<file path="src/rtl/s16_fetch_sequencer_if.sv">
// rtl/s16_fetch_sequencer_if.sv - bus master and execute-side signals of the fetch sequencer
interface s16_fetch_sequencer_if #(
    parameter int ADR_W  = 15,
    parameter int DAT_W  = 16,
    parameter int SLOT_W = 4
);
    logic [ADR_W-1:0]   adr_o;
    logic               cyc_o;
    logic [DAT_W/8-1:0] stb_o;
    logic               we_o;
    logic               vpa_o;
    logic               vda_o;
    logic               ack_i;
    logic [DAT_W-1:0]   dat_i;
    logic [SLOT_W-1:0]  op_o;
    logic               op_valid_o;
    logic               op_ready_i;
    logic [DAT_W-1:0]   lit_o;
    logic               redirect_i;
    logic [ADR_W-1:0]   redirect_adr_i;

    modport master (
        output adr_o, cyc_o, stb_o, we_o, vpa_o, vda_o, op_o, op_valid_o, lit_o,
        input  ack_i, dat_i, op_ready_i, redirect_i, redirect_adr_i
    );

    modport slave (
        input  adr_o, cyc_o, stb_o, we_o, vpa_o, vda_o, op_o, op_valid_o, lit_o,
        output ack_i, dat_i, op_ready_i, redirect_i, redirect_adr_i
    );
endinterface

</file>
<file path="src/rtl/s16_fetch_sequencer.sv">
// rtl/s16_fetch_sequencer.sv - instruction fetch and opcode slot sequencer for Steamer-class stack CPUs
module s16_fetch_sequencer #(
    parameter int          ADR_W             = 15,
    parameter int          DAT_W             = 16,
    parameter int          SLOT_W            = 4,
    parameter int          LIT_OP            = 1,
    parameter int          NOP_OP            = 0,
    parameter int unsigned RESET_ADR         = 32'hFFF0,
    parameter bit          SKIP_TRAILING_NOP = 1'b1
) (
    input  logic                   clk_i,
    input  logic                   res_i,
    s16_fetch_sequencer_if.master  bus
);
    localparam int SLOTS = DAT_W / SLOT_W;
    localparam int CNT_W = $clog2(SLOTS + 1);
    localparam logic [SLOT_W-1:0] LIT   = SLOT_W'(LIT_OP);
    localparam logic [SLOT_W-1:0] NOP   = SLOT_W'(NOP_OP);
    localparam logic [ADR_W-1:0]  P_RST = ADR_W'(RESET_ADR >> 1);
    localparam logic [CNT_W-1:0]  LAST  = CNT_W'(SLOTS);

    typedef enum logic [1:0] {FETCH, DISPATCH, OPERAND} state_t;

    state_t            state_q, state_d;
    logic [ADR_W-1:0]  p_q, p_d;
    logic [DAT_W-1:0]  ir_q, ir_d;
    logic [CNT_W-1:0]  cnt_q, cnt_d;
    logic [DAT_W-1:0]  ir_shift;
    logic [CNT_W-1:0]  cnt_inc;
    state_t            consume_state;

    // Only the slots not yet consumed take part in the trailing-NOP test,
    // so zero fill from the shift never masquerades as a NOP.
    function automatic state_t next_of(input logic [DAT_W-1:0] w, input logic [CNT_W-1:0] used);
        logic all_nop;
        all_nop = 1'b1;
        for (int i = 0; i < SLOTS; i++) begin
            if (i < SLOTS - int'(used) && w[DAT_W-1-i*SLOT_W -: SLOT_W] != NOP)
                all_nop = 1'b0;
        end
        if (w[DAT_W-1 -: SLOT_W] == LIT)
            return OPERAND;
        else if (SKIP_TRAILING_NOP && used != '0 && all_nop)
            return FETCH;
        else
            return DISPATCH;
    endfunction

    assign ir_shift      = ir_q << SLOT_W;
    assign cnt_inc       = cnt_q + 1'b1;
    assign consume_state = (cnt_inc == LAST) ? FETCH : next_of(ir_shift, cnt_inc);

    always_ff @(posedge clk_i or posedge res_i) begin
        if (res_i) begin
            state_q <= FETCH;
            p_q     <= P_RST;
            ir_q    <= '0;
            cnt_q   <= '0;
        end else begin
            state_q <= state_d;
            p_q     <= p_d;
            ir_q    <= ir_d;
            cnt_q   <= cnt_d;
        end
    end

    always_comb begin
        state_d        = state_q;
        p_d            = p_q;
        ir_d           = ir_q;
        cnt_d          = cnt_q;
        bus.cyc_o      = 1'b0;
        bus.vpa_o      = 1'b0;
        bus.vda_o      = 1'b0;
        bus.op_valid_o = 1'b0;
        bus.op_o       = ir_q[DAT_W-1 -: SLOT_W];
        case (state_q)
            FETCH: begin
                bus.cyc_o = 1'b1;
                bus.vpa_o = 1'b1;
                if (bus.ack_i) begin
                    ir_d    = bus.dat_i;
                    p_d     = p_q + 1'b1;
                    cnt_d   = '0;
                    state_d = next_of(bus.dat_i, '0);
                end
            end
            DISPATCH: begin
                bus.op_valid_o = 1'b1;
                if (bus.op_ready_i) begin
                    ir_d    = ir_shift;
                    cnt_d   = cnt_inc;
                    state_d = consume_state;
                end
            end
            OPERAND: begin
                bus.cyc_o      = 1'b1;
                bus.vpa_o      = 1'b1;
                bus.vda_o      = 1'b1;
                bus.op_o       = LIT;
                bus.op_valid_o = bus.ack_i;
                // An ack without op_ready leaves the cycle open, so the read repeats.
                if (bus.ack_i && bus.op_ready_i) begin
                    p_d     = p_q + 1'b1;
                    ir_d    = ir_shift;
                    cnt_d   = cnt_inc;
                    state_d = consume_state;
                end
            end
            default: state_d = FETCH;
        endcase
        if (bus.redirect_i) begin
            p_d     = bus.redirect_adr_i;
            ir_d    = '0;
            cnt_d   = '0;
            state_d = FETCH;
        end
    end

    assign bus.adr_o = p_q;
    assign bus.stb_o = {(DAT_W/8){bus.cyc_o}};
    assign bus.we_o  = 1'b0;
    assign bus.lit_o = bus.dat_i;
endmodule

</file>
<file path="src/flat_wrapper.sv">
// flat-port wrapper written by rule: the top's interface ports become plain ports
module s16_fetch_sequencer_flat 
#(
    parameter int          ADR_W             = 15,
    parameter int          DAT_W             = 16,
    parameter int          SLOT_W            = 4,
    parameter int          LIT_OP            = 1,
    parameter int          NOP_OP            = 0,
    parameter int unsigned RESET_ADR         = 32'hFFF0,
    parameter bit          SKIP_TRAILING_NOP = 1'b1
)
  (clk_i, res_i, bus_adr_o, bus_cyc_o, bus_stb_o, bus_we_o, bus_vpa_o, bus_vda_o, bus_op_o, bus_op_valid_o, bus_lit_o, bus_ack_i, bus_dat_i, bus_op_ready_i, bus_redirect_i, bus_redirect_adr_i);
  s16_fetch_sequencer_if #(.ADR_W(ADR_W), .DAT_W(DAT_W), .SLOT_W(SLOT_W)) bus_i ();
  input  logic clk_i;
  input  logic res_i;
  output wire logic [$bits(bus_i.adr_o)-1:0] bus_adr_o;
  output wire logic [$bits(bus_i.cyc_o)-1:0] bus_cyc_o;
  output wire logic [$bits(bus_i.stb_o)-1:0] bus_stb_o;
  output wire logic [$bits(bus_i.we_o)-1:0] bus_we_o;
  output wire logic [$bits(bus_i.vpa_o)-1:0] bus_vpa_o;
  output wire logic [$bits(bus_i.vda_o)-1:0] bus_vda_o;
  output wire logic [$bits(bus_i.op_o)-1:0] bus_op_o;
  output wire logic [$bits(bus_i.op_valid_o)-1:0] bus_op_valid_o;
  output wire logic [$bits(bus_i.lit_o)-1:0] bus_lit_o;
  input wire logic [$bits(bus_i.ack_i)-1:0] bus_ack_i;
  input wire logic [$bits(bus_i.dat_i)-1:0] bus_dat_i;
  input wire logic [$bits(bus_i.op_ready_i)-1:0] bus_op_ready_i;
  input wire logic [$bits(bus_i.redirect_i)-1:0] bus_redirect_i;
  input wire logic [$bits(bus_i.redirect_adr_i)-1:0] bus_redirect_adr_i;
  assign bus_adr_o = bus_i.adr_o;
  assign bus_cyc_o = bus_i.cyc_o;
  assign bus_stb_o = bus_i.stb_o;
  assign bus_we_o = bus_i.we_o;
  assign bus_vpa_o = bus_i.vpa_o;
  assign bus_vda_o = bus_i.vda_o;
  assign bus_op_o = bus_i.op_o;
  assign bus_op_valid_o = bus_i.op_valid_o;
  assign bus_lit_o = bus_i.lit_o;
  assign bus_i.ack_i = bus_ack_i;
  assign bus_i.dat_i = bus_dat_i;
  assign bus_i.op_ready_i = bus_op_ready_i;
  assign bus_i.redirect_i = bus_redirect_i;
  assign bus_i.redirect_adr_i = bus_redirect_adr_i;
  s16_fetch_sequencer #(.ADR_W(ADR_W), .DAT_W(DAT_W), .SLOT_W(SLOT_W), .LIT_OP(LIT_OP), .NOP_OP(NOP_OP), .RESET_ADR(RESET_ADR), .SKIP_TRAILING_NOP(SKIP_TRAILING_NOP)) u_core (.clk_i(clk_i), .res_i(res_i), .bus(bus_i));
endmodule
</file>
<file path="config.mk">
export PLATFORM = sky130hd
export DESIGN_NAME = s16_fetch_sequencer_flat
export DESIGN_NICKNAME = d
export VERILOG_FILES = /design/src/rtl/s16_fetch_sequencer_if.sv /design/src/rtl/s16_fetch_sequencer.sv /design/src/flat_wrapper.sv
export SDC_FILE = /design/constraint.sdc
export NUM_CORES = 1
export LEC_CHECK = 0
export BUFFER_PORTS_ARGS = -buffer_cell sky130_fd_sc_hd__buf_4
export CAP_MARGIN = 20
export CORE_MARGIN = 2
export CORE_UTILIZATION = 53
export CTS_BUF_LIST = sky130_fd_sc_hd__clkbuf_4 sky130_fd_sc_hd__clkbuf_8
export CTS_CLUSTER_SIZE = 30
export DETAILED_ROUTE_END_ITERATION = 12
export PLACE_DENSITY = 0.87
export SYNTH_ARGS = -nofsm -noshare
export SYNTH_HDL_FRONTEND = slang
export SYNTH_SLANG_ARGS = --single-unit
</file>
<file path="constraint.sdc">
create_clock -name clk_i -period 2.1 [get_ports clk_i]
set_input_delay 0.63 -clock clk_i [delete_from_list [all_inputs] [get_ports clk_i]]
set_output_delay 0.63 -clock clk_i [all_outputs]
set_load 0.03 [all_outputs]
</file>
==> results.cfg <==
[clock_tree]
clock_sinks = 36
cts_tree = yes
clk_latency_ns = 0.29
clk_pin_slew_worst_paths_ns = 0.07
cts_inserted_buffers = 5
cts_max_level = 2
clk_path_buf_depth = 2
cts_root_buf = clkbuf_8
cts_hold_buf = 0

[floorplanning]
die_h_microns = 71.6
core_area_sq_um = 4380
die_x_microns = 71.6
io-pin-count = 78
start_util_pct = 55.2
rows = 24
dieArea_sq_um = 5120

[power_and_ir_drop]
p_leak_nw = 1.40
p_per_area_nw_per_um2 = 1110
power_w = 0.00342
vdd_ir_drop_max_mv = 0.579

[synthesis]
synth_top_cell_by_area = dfrtp_1
synth_top_area_share_pct = 24.8
ys_seq_area_share_pct = 37.9
synth.most_common_cell = o21ai_0
synth_area_sq_um = 2420
netlist_top_cells_count = o21ai_0 (32), dfrtp_1 (24), buf_4 (21), nand2_1 (21), o41ai_1 (17)
ys_types = 46
synth_area_per_cell_sq_um = 9.20
yosysWarningCount = 0
syn_nets = 309
async_reset_ff_share_pct = 100
synth_edf_count = 0
ys_ff_latch = 36
synth_cells = 263
ys_top_cells_by_area = dfrtp_1 (25%), dfstp_2 (13%), o21ai_0 (6.6%)
synth_flop_cell = dfrtp_1

[critical_path]
path_buf_inv = 2
worst_path_largest_cell_delay_ns = 0.42
cp.arrival_ns = 1.43
required_ns = 1.47
start_kind = flop
crit_family = flip-flops
slowest_stage = dfrtp_1
worstPathCellList = inv_2 -> ha_4 -> or2_4 -> buf_4
cp_max_fo = 6
path_class = flop to output pin
cp-end-kind = output pin

[sta]
clock_skew_ns = 0.00931
maxSlewViolCount = 0
max_freq_mhz = 486
hold_violations = 0
max-slew-margin-rel_pct = 59.0
min_period_over_period_pct = 97.9
tightest_slew_ns = 0.606
setup_violations = 0
fin_crit_ns = 2.06

[final_layout]
final_nets = 364
seq_area_sq_um = 917
drive_gt1_share_pct = 38.9
n_antenna_cell = 0
area_growth_pct = 27.5
multi_input_area_sq_um = 1270
utilization_pct = 70.3
num-fill-cells = 315

[drt]
firstDrtPassIters = 4
drc = 0
wl_mm = 5.84
num_vias = 2181
drt_iter0_markers = 131
ant_nets = 0
viasPerCell = 5.88
wl_per_cell_microns = 15.7

[grt]
use_met2_pct = 40.2
gr-usage-all-layers_pct = 23.3
met1_usage_pct = 29.1
grt_busiest_layer = met2
grtUsageMet3_pct = 4.92
grt_pass1_vias = 2121
antenna_found_initial = 0
overflow = 0
grt_pass1_wl_mm = 9.49
grt_start_max_net_pins = 39

[min_path]
hold_path_class = primary input to asynchronous set/reset pin

[status]
status = finished, final reports clean

[placement]
hpwl_mm = 4.19
io_buffers = 76
finalWeightedCongestion = 0.907

[flow_run]
maxCapViolCount = 0
[metal layers]
metal / up-vias / share of wire [%]
met1: 1062 / 41
met5: - / 0
met2: 65 / 50
li1: 1043 / -
met4: 0 / 1.8
met3: 11 / 6.3
[layout make-up]
| class | count | share of cell area, % |
|---|---|---|
| Multi-Input combinational cell | 179 | 41.3 |
| Sequential cell | 36 | 29.7 |
| Timing Repair Buffer | 84 | 21.3 |
| Clock buffer | 7 | 3.12 |
| Tap cell | 52 | 2.11 |
| Inverter | 12 | 1.46 |
| Clock inverter | 1 | 0.974 |
[layout by cell type (no fill, tap or decap), types with 9 or more instances in the layout]
master,n
buf_4,82
o21ai_0,32
dfrtp_1,23
nand2_1,21
o41ai_1,17
mux2i_1,13
dfstp_2,12
inv_1,10
nor2_1,9
[worst paths after layout]
| check | startpoint | to | slack, ns | depth (start not counted) |
|---|---|---|---|---|
| max | u_core.state_q[1] | bus_cyc_o | 0.04 | 4 |
| max in group asynchronous | res_i | u_core.cnt_q[0] | 1.14 | 3 |
| min reg2reg | u_core.ir_q[14] | u_core.ir_q[14] | 0.52 | 2 |
| min | res_i | u_core.ir_q[14] | 0.41 | 2 |
| max reg2reg | u_core.cnt_q[0] | u_core.state_q[0] | 0.10 | 7 |
| min in group clk_i | u_core.ir_q[14] | u_core.ir_q[14] | 0.52 | 2 |
[power breakdown]
group,total (W),internal [W],switching [W]
clock,0.000675,0.000419,0.000256
sequential,0.00107,0.000892,0.000176
combinational,0.00168,0.000724,0.000955
total,0.00342,0.00204,0.00139
[kinds of logic after synthesis]
group	count (synthesis)	synth area share, %
mux	15	6.57
xor+xnor	11	3.98
buf+inv	48	11.3
compound gates	71	19.1
fa+ha+maj	10	5.17
flops	36	37.9
other cells	1	0.155
simple gates	71	15.8
[through the flow]
stage	hold WS, ns	worst slack (ns)	TNS (ns)	area (sq um)	std cells
CTS	0.422	0.00279	0	3070	371
detailed placement	0.497	0.131	0	2920	362
floorplan	0.459	-0.0282	-0.0282	2420	263
finish	0.409	0.0441	0	3080	371
global route	0.464	-0.00755	-0.00755	3080	371
global placement	0.491	0.172	0	2920	362
[sequential cells by signal, indices dropped and copies added, names as in the netlist]
name,count
u_core.bus.adr_o,15
u_core.cnt_q,3
u_core.ir_q,16
u_core.state_q,2
[repair_timing]
| action | 4_1_cts | 5_1_grt |
|---|---|---|
| cloned | 0 | 0 |
| gates resized for setup | 3 | 6 |
| buffers inserted | 1 | 0 |
| endpoints found under the setup margin | 8 | 6 |
[worst reg2reg max path, delay by kind of cell, from the launching register on]
kind            cells  cell delay, ns
simple gates        2            0.59
flops               1            0.45
fa+ha+maj           2            0.42
compound gates      2            0.29
xor+xnor            1            0.16
Power figures use the tool's default switching activity.
